$ cat src/rtl/serial_addsub_pkg.sv
// serial_addsub_pkg
//   Shared definitions for the digit-serial adder/subtractor:
//   mode select constants and the controller state encoding.
package serial_addsub_pkg;

    localparam logic MODE_ADD = 1'b0;
    localparam logic MODE_SUB = 1'b1;

    typedef enum logic [1:0] {
        ST_IDLE = 2'd0,
        ST_RUN  = 2'd1,
        ST_DONE = 2'd2
    } state_t;

endpackage

$ cat src/rtl/serial_addsub_if.sv
// serial_addsub_if
//   Request/result bundle of the digit-serial adder/subtractor.
//   master : drives start, A, B, C (mode); observes busy, done, S, cout, ovf
//   slave  : the arithmetic block itself
interface serial_addsub_if #(
    parameter int WIDTH = 8
);
    logic             start;
    logic [WIDTH-1:0] A;
    logic [WIDTH-1:0] B;
    logic             C;
    logic             busy;
    logic             done;
    logic [WIDTH-1:0] S;
    logic             cout;
    logic             ovf;

    modport master (
        output start, A, B, C,
        input  busy, done, S, cout, ovf
    );

    modport slave (
        input  start, A, B, C,
        output busy, done, S, cout, ovf
    );
endinterface

$ cat src/rtl/serial_addsub_digit_rca.sv
// digit_rca
//   Combinational DIGIT-bit ripple-carry adder.
//   a, b   : digit operands
//   cin    : carry into bit 0
//   sum    : digit sum
//   cout   : carry out of the top bit
//   c_msb  : carry into the top bit (used for signed overflow)
module digit_rca #(
    parameter int DIGIT = 1
) (
    input  logic [DIGIT-1:0] a,
    input  logic [DIGIT-1:0] b,
    input  logic             cin,
    output logic [DIGIT-1:0] sum,
    output logic             cout,
    output logic             c_msb
);
    import serial_addsub_pkg::*;

    always_comb begin
        logic [DIGIT:0] c;
        c     = '0;
        sum   = '0;
        c[0]  = cin;
        for (int i = 0; i < DIGIT; i++) begin
            sum[i]   = a[i] ^ b[i] ^ c[i];
            c[i+1]   = (a[i] & b[i]) | (a[i] & c[i]) | (b[i] & c[i]);
        end
        cout  = c[DIGIT];
        c_msb = c[DIGIT-1];
    end
endmodule

$ cat src/rtl/serial_addsub.sv
// serial_addsub
//   Digit-serial adder/subtractor, DIGIT bits per cycle, LSB first.
//   clk     : single clock, rising edge
//   reset_n : synchronous active-low reset
//   bus     : slave side of serial_addsub_if (start/A/B/C in,
//             busy/done/S/cout/ovf out)
//
//   state   | meaning
//   --------+------------------------------------------------------
//   IDLE    | waiting for start; outputs hold the last result
//   RUN     | one digit added per cycle, WIDTH/DIGIT cycles
//   DONE    | result valid, done pulse; start here chains a new op
module serial_addsub #(
    parameter int WIDTH = 8,
    parameter int DIGIT = 1
) (
    input  logic           clk,
    input  logic           reset_n,
    serial_addsub_if.slave bus
);
    import serial_addsub_pkg::*;

    localparam int N     = WIDTH / DIGIT;
    localparam int CNT_W = (N > 1) ? $clog2(N) : 1;

    if (WIDTH % DIGIT != 0) begin : g_bad_digit
        $error("serial_addsub: WIDTH must be a multiple of DIGIT");
    end

    state_t             state;
    state_t             state_nxt;
    logic [WIDTH-1:0]   a_q;
    logic [WIDTH-1:0]   b_q;
    logic [WIDTH-1:0]   s_q;
    logic               carry_q;
    logic               cout_q;
    logic               ovf_q;
    logic [CNT_W-1:0]   cnt_q;

    logic               load;
    logic               step;
    logic               last;
    logic               busy_c;
    logic               done_c;

    logic [DIGIT-1:0]   dig_a;
    logic [DIGIT-1:0]   dig_b;
    logic [DIGIT-1:0]   dig_sum;
    logic               dig_cout;
    logic               dig_cmsb;

    assign last  = (cnt_q == CNT_W'(N - 1));
    assign dig_a = a_q[cnt_q*DIGIT +: DIGIT];
    assign dig_b = b_q[cnt_q*DIGIT +: DIGIT];

    digit_rca #(
        .DIGIT (DIGIT)
    ) u_rca (
        .a     (dig_a),
        .b     (dig_b),
        .cin   (carry_q),
        .sum   (dig_sum),
        .cout  (dig_cout),
        .c_msb (dig_cmsb)
    );

    always_ff @(posedge clk) begin
        if (!reset_n) begin
            state <= ST_IDLE;
        end else begin
            state <= state_nxt;
        end
    end

    always_comb begin
        state_nxt = state;
        load      = 1'b0;
        step      = 1'b0;
        busy_c    = 1'b0;
        done_c    = 1'b0;
        case (state)
            ST_IDLE: begin
                if (bus.start) begin
                    load      = 1'b1;
                    state_nxt = ST_RUN;
                end
            end
            ST_RUN: begin
                busy_c = 1'b1;
                step   = 1'b1;
                if (last) begin
                    state_nxt = ST_DONE;
                end
            end
            ST_DONE: begin
                done_c = 1'b1;
                if (bus.start) begin
                    load      = 1'b1;
                    state_nxt = ST_RUN;
                end else begin
                    state_nxt = ST_IDLE;
                end
            end
            default: begin
                state_nxt = ST_IDLE;
            end
        endcase
    end

    // Subtraction is A + ~B + 1: B is inverted once at load and the
    // mode bit doubles as the initial carry-in.
    always_ff @(posedge clk) begin
        if (!reset_n) begin
            a_q     <= '0;
            b_q     <= '0;
            s_q     <= '0;
            carry_q <= 1'b0;
            cout_q  <= 1'b0;
            ovf_q   <= 1'b0;
            cnt_q   <= '0;
        end else if (load) begin
            a_q     <= bus.A;
            b_q     <= (bus.C == MODE_SUB) ? ~bus.B : bus.B;
            carry_q <= bus.C;
            s_q     <= '0;
            cout_q  <= 1'b0;
            ovf_q   <= 1'b0;
            cnt_q   <= '0;
        end else if (step) begin
            s_q[cnt_q*DIGIT +: DIGIT] <= dig_sum;
            carry_q                   <= dig_cout;
            cnt_q                     <= cnt_q + CNT_W'(1);
            if (last) begin
                cout_q <= dig_cout;
                ovf_q  <= dig_cout ^ dig_cmsb;
            end
        end
    end

    assign bus.busy = busy_c;
    assign bus.done = done_c;
    assign bus.S    = s_q;
    assign bus.cout = cout_q;
    assign bus.ovf  = ovf_q;
endmodule

$ cat src/flat_wrapper.sv
// flat-port wrapper written by rule: the top's interface ports become plain ports
module serial_addsub_flat import serial_addsub_pkg::*;
#(
    parameter int WIDTH = 8,
    parameter int DIGIT = 1
)
  (clk, reset_n, bus_start, bus_A, bus_B, bus_C, bus_busy, bus_done, bus_S, bus_cout, bus_ovf);
  serial_addsub_if #(.WIDTH(WIDTH)) bus_i ();
  input  logic clk;
  input  logic reset_n;
  input wire logic [$bits(bus_i.start)-1:0] bus_start;
  input wire logic [$bits(bus_i.A)-1:0] bus_A;
  input wire logic [$bits(bus_i.B)-1:0] bus_B;
  input wire logic [$bits(bus_i.C)-1:0] bus_C;
  output wire logic [$bits(bus_i.busy)-1:0] bus_busy;
  output wire logic [$bits(bus_i.done)-1:0] bus_done;
  output wire logic [$bits(bus_i.S)-1:0] bus_S;
  output wire logic [$bits(bus_i.cout)-1:0] bus_cout;
  output wire logic [$bits(bus_i.ovf)-1:0] bus_ovf;
  assign bus_i.start = bus_start;
  assign bus_i.A = bus_A;
  assign bus_i.B = bus_B;
  assign bus_i.C = bus_C;
  assign bus_busy = bus_i.busy;
  assign bus_done = bus_i.done;
  assign bus_S = bus_i.S;
  assign bus_cout = bus_i.cout;
  assign bus_ovf = bus_i.ovf;
  serial_addsub #(.WIDTH(WIDTH), .DIGIT(DIGIT)) u_core (.clk(clk), .reset_n(reset_n), .bus(bus_i));
endmodule
$ cat config.mk
export PLATFORM = sky130hd
export DESIGN_NAME = serial_addsub_flat
export DESIGN_NICKNAME = d
export VERILOG_FILES = /design/src/rtl/serial_addsub_pkg.sv /design/src/rtl/serial_addsub_if.sv /design/src/rtl/serial_addsub_digit_rca.sv /design/src/rtl/serial_addsub.sv /design/src/flat_wrapper.sv
export SDC_FILE = /design/constraint.sdc
export NUM_CORES = 1
export LEC_CHECK = 0
export BUFFER_PORTS_ARGS = -buffer_cell sky130_fd_sc_hd__buf_2
export CAP_MARGIN = 10
export CORE_ASPECT_RATIO = 0.7
export CORE_MARGIN = 5
export CORE_UTILIZATION = 35
export CTS_BUF_LIST = sky130_fd_sc_hd__clkbuf_4 sky130_fd_sc_hd__clkbuf_8
export CTS_CLUSTER_SIZE = 24
export DETAILED_ROUTE_END_ITERATION = 8
export PLACE_DENSITY = 0.63
export RECOVER_POWER = 100
export SYNTH_ARGS = -nofsm -noshare
export SYNTH_HDL_FRONTEND = slang
export SYNTH_SLANG_ARGS = --single-unit
$ cat constraint.sdc
create_clock -name clk -period 2.45 [get_ports clk]
set_clock_uncertainty 0.2 [all_clocks]
set_input_delay 0.245 -clock clk [delete_from_list [all_inputs] [get_ports clk]]
set_output_delay 0.245 -clock clk [all_outputs]
set_load 0.005 [all_outputs]
* After elaboration in Yosys (flattened, before gate mapping)
Cells that the tools add are included.
Widths: inputs -> output; s select.
** Storage, ports and cells
- Memory bits (read-only) :: 0
- Memories :: 0
- Register bits :: 32
- Bits in latches :: 0
- RAM bits :: 0
** Operators by class
- Reduce and logical (&&, ||, !) cells :: 6
- Shift-type cells :: 4
- Eq/ne operators :: 5
- $add $sub $neg :: 2
- Multipliers :: 0
- Bitwise gates (word level) :: 10
- Div/mod/pow operators :: 0
- Multiplexer cells :: 12
- Magnitude comparators :: 0
** Operators with widths (number)
- $neg 3->34 :: 1
- $shift 1x34->8 const A :: 1
- $shiftx 1x34->8 :: 1
- $shiftx 8x4->1 :: 2
- $bwmux 8 :: 1
- $mux 8 :: 1
- $not 8->8 :: 1
- $mux 1 :: 7
- $pmux 2 s3 :: 1
- $mux 2 :: 2
- $reduce_and 2->1 :: 2
- $reduce_or 2->1 :: 2
- $add 3x1->3 const B :: 1
- $and 1x1->1 :: 3
- $eq 3x3->1 const B :: 1
- $xor 1x1->1 :: 3
- $eq 2x1->1 const B :: 1
- $eq 2x2->1 const B :: 1
- $logic_not 2->1 :: 1
- $ne 2x1->1 const B :: 1
- $ne 2x2->1 const B :: 1
- $or 1x1->1 :: 2
- $reduce_bool 2->1 :: 1
- $not 1->1 :: 1

* Logic depth before layout (Yosys ltp)
- Word-level depth :: 6
- Depth in mapped cells :: 8
- Mapped depth without buffers :: 6

* Hierarchy
From an unflattened synthesis, not the netlist that was laid out.
** Unflattened totals
- Cells, all modules :: 185
- Area, all modules :: 1721.7 µm²
** Modules (own cells, without submodules)
- serial_addsub :: seq. area each 640.6 µm², area each 1694.1 µm², cells each 183, instances 1
- digit_rca :: seq. area each 0.0 µm², area each 27.5 µm², cells each 2, instances 1

* Worst setup path after synthesis
No wires, ideal clock.
- Path type :: register to register
- From :: register u_core.cnt_q[0]
- To :: register u_core.s_q[6] (netlist: u_core.bus.S[6])
- Slack :: 0.043 ns
- Stages on the path, launching flop included :: 8
- Required time :: 2.178 ns
- Arrival time :: 2.136 ns
- Library setup time :: 0.072 ns
- Cell sequence :: dfxtp_1 buf_6 mux4_2 mux2i_1 fa_1 nor2_1 nand4_1 mux2i_1
** On the way
- Cells in the longest elaborated chain, start to end :: 5
** Ends and longest elaborated chain
- start: declaration :: line serial_addsub.sv:38 : logic [CNT_W-1:0] cnt_q;
- start signal: assignment :: line serial_addsub.sv:132 : cnt_q <= cnt_q + CNT_W'(1);
- $shiftx 8x4->1 (on tied branches) :: line serial_addsub.sv:53, serial_addsub.sv:54
- $xor 1x1->1 (2 in series) :: line serial_addsub_digit_rca.sv:26 : sum[i] = a[i] ^ b[i] ^ c[i];
- $shiftx 1x34->8 :: line serial_addsub.sv:130 : s_q[cnt_q*DIGIT +: DIGIT] <= dig_sum;
- $bwmux 8 * :: line serial_addsub.sv:130
- end signal: indexed assignment :: line serial_addsub.sv:130
- end: declaration :: line serial_addsub.sv:34 : logic [WIDTH-1:0] s_q;
Every way passes the cells marked *; elsewhere a longest branch is shown, timed or not.
A chain may end at the register's enable or synchronous reset.

* Worst setup path after layout
- From :: register u_core.cnt_q[0]
- To :: register u_core.s_q[7] (netlist: u_core.bus.S[7])
The elaborated chain is that of the path after synthesis.

==> run metrics <==
CTS Buf Count=5; row cnt=21; first-pass GRT wire length=between 6000 and 7000 µm; final setup fails=0; startpoint types=flip-flop; CTS tree=yes; critical path data required time=2460 ps; number of synthesized flops with an enable pin=0; Min Hold Slack=about 8.4 ps; Area Overhead vs Synth=19.9%; Max Cap Viol=0; initial DRC count=50; routed wire length=3660 µm; area leader, netlist=dfxtp_1; leak pwr=0.879 nW; Filler cells=roughly 480; RSZ-0062 raised after global routing=true; Cell Pwr Density=583 nW/µm²; Pins Over Slew Limit=0; count of nets after finishing=241; crit end category=flip-flop; Starting Density=36.0%; Synth Flop Type=dfxtp_1; placed cells=271; number of global-route vias before repair=1297; clock net sink count=32; depth of the worst register-to-register path=7; GR Util All Layers=12.4%; Root Driver=clkbuf_8; top-count cell post-synth=dfxtp_1; FF+latch count, synth=32; yosys warns=0; Least-Margin Pin Slew=996 ps; Yosys cell types=34; top cells by count, synth=32 x dfxtp_1, 31 x nand2_1, 10 x nand3_1; hold path endpoint=u_core.a_q[5]; crit path max fanout=5; synthesized instance count=~180; status=finished clean; layout cells sized above 1=between 20 and 25%; post-route cell area=2050 µm²; clk_lat worst skew=290 ps; worst r2r src=u_core.cnt_q[0]; Final Cycle Share=96.5%; Final Critical Period=~2400 ps; clock buffer depth=2; vias per cell=4.68; Pre-Repair DR Iteration Count=4; R2R Path End=u_core.bus.S[7]; share of the synthesized area in the top cell type=approximately 37%; PortBufs=31; sequential element share of the synthesized area=37.4%; DRC=0; asr flop ratio synth=0%; n_diodes=0; sw power=0.000306 W; Tightest Hold Check Type=in -> reg; Worst Path Arrival=~2400 ps; part of the power in the clock network=36.7%; H-tree depth=2; Core Region=~4800 µm²; Post-Syn Area=1710 µm²; WHS Path Cells=3; antenna viol nets, final=0; largest net degree at the start of global routing=26; switch share=25.6%; area of the die=between 6000 and 7000 µm²; Sum Neg Setup Slack=0 ps; ranking of synthesized cells by area=dfxtp_1 37%, nand2_1 6.8%, mux2i_1 5.3%; crit path kind=reg -> reg; Clock transition at path regs=60 ps; initial antenna violation count=0; DR vias=1321; total I/O pin count=32; grt ovf=0; RD Place Congestion=0.811; Routed wire per std cell=13.0 µm; Syn Area/Cell=9.67 µm²; final hold vios=0; Die Span X=93.6 µm; final std cells w/o fill=282; Chip Height=about 69 µm; Seq pwr share=47.1%; peak supply drop=0.237 mV; syn_nets=205; Comb pwr share=16.2%; DP Area=a little under 2000 µm²; fmax=about 420 MHz; worst hold start=bus_A[5]; Internal Pwr Total=0.000889 W; Slew HR=33.6%; hpwl dp=2610 µm; reg2reg setup slack=90 ps
-- cells by family after synthesis --
| group | share of synthesized area (%) |
|---|---|
| flops | 37.4 |
| fa+ha+maj | 6.29 |
| buf+inv | 6.65 |
| simple gates | 22.0 |
| xor+xnor | 4.61 |
| compound gates | 12.3 |
| mux | 10.7 |
-- how the worst max path moves through the flow --
stage                                from              end  slack [ps]
after global routing      u_core.cnt_q[0]  u_core.bus.S[7]         -60
after detailed placement  u_core.cnt_q[0]  u_core.bus.S[7]        -140
after floorplan           u_core.cnt_q[0]  u_core.bus.S[6]          40
after global placement    u_core.cnt_q[0]  u_core.bus.S[6]          30
after CTS                 u_core.cnt_q[0]  u_core.bus.S[7]           8
final                     u_core.cnt_q[0]  u_core.bus.S[7]          90
-- worst max-delay path, stage by stage, from the launching register on --
cell     delay [ps]
dfxtp_4         390
mux4_2          520
mux2i_2         190
fa_1            460
nor2_1          110
buf_4           140
nand4_1         110
mux2i_1         160
-- layer usage --
metal	GRT usage [%]	routed length, µm	vias up
li1	-	-	688
met1	17.4	1950	595
met2	17.6	1440	30
met3	3.90	206	8
met4	4.86	60	0
met5	0	0	-
-- flip-flops by register name (all words and copies together) (netlist names) --
signal,cells
u_core.a_q,8
u_core.b_q,8
u_core.bus.S,8
u_core.cnt_q,3
u_core.state,2
u_core.bus.cout,1
u_core.bus.ovf,1
u_core.carry_q,1
-- layout by cell type (no fill, tap or decap) --
cell type | synthesis | routed
a211oi_1 | 1 | 1
a21boi_0 | 8 | 8
a21oi_1 | 6 | 6
a311oi_1 | 1 | 1
and2_1 | 2 | 2
and3_1 | 1 | 1
buf_2 | 7 | 23
buf_4 | 1 | 9
clkbuf_1 | 3 | 8
clkbuf_2 | 0 | 1
clkbuf_8 | 0 | 7
dfxtp_1 | 32 | 31
dfxtp_4 | 0 | 1
dlygate4sd3_1 | 0 | 2
fa_1 | 1 | 1
ha_1 | 7 | 7
inv_1 | 6 | 7
mux2i_1 | 9 | 7
mux2i_2 | 0 | 2
mux4_2 | 3 | 4
nand2_1 | 31 | 31
nand2b_1 | 2 | 2
nand3_1 | 10 | 10
nand4_1 | 6 | 6
nor2_1 | 1 | 1
nor2b_1 | 4 | 4
nor3_1 | 1 | 1
nor3_2 | 1 | 1
nor3b_1 | 1 | 1
nor4b_2 | 4 | 4
nor4b_4 | 1 | 1
o2111ai_1 | 1 | 1
o211a_1 | 8 | 8
o21ai_0 | 3 | 3
or3_1 | 1 | 1
xnor2_1 | 9 | 9
-- timing repair --
action	CTS	global route
endpoints found under the hold margin	2	0
resized for setup	2	3
pin swaps	1	1
hold buffers	2	0
setup endpoints to repair	7	7
buffers inserted	1	1
-- per-stage QoR --
| step | worst slack [ps] | util [%] | total power (W) |
|---|---|---|---|
| after detailed placement | -138 | 40.5 | 0.000749 |
| final | 85.2 | 43.1 | 0.00120 |
| after global routing | -56.4 | 43.1 | 0.00126 |
| after CTS | 8.33 | 43.2 | 0.00120 |
| after global placement | 27.8 | 40.5 | 0.000747 |
| after floorplan | 42.7 | - | 0.000704 |
-- power groups by stage --
stage,Combinational (W),Sequential [W],Clock [W]
3_5_place_dp,0.000174,0.000575,0
6_report,0.000193,0.000563,0.000439
4_1_cts,0.000183,0.000563,0.000451
3_3_place_gp,0.000172,0.000575,0
5_1_grt,0.000215,0.000567,0.000479
2_1_floorplan,0.000135,0.000569,0
-- layout make-up --
| class | instances | area (µm²) | area share (%) |
|---|---|---|---|
| Timing Repair Buffer | 43 | 238 | 11.6 |
| Sequential cell | 32 | 644 | 31.4 |
| Inverter | 7 | 26.3 | 1.28 |
| Clock buffer | 7 | 96.3 | 4.70 |
| Tap cell | 69 | 86.3 | 4.21 |
| Multi-Input combinational cell | 124 | 961 | 46.8 |
No activity file was read; power rests on OpenSTA's default activity.
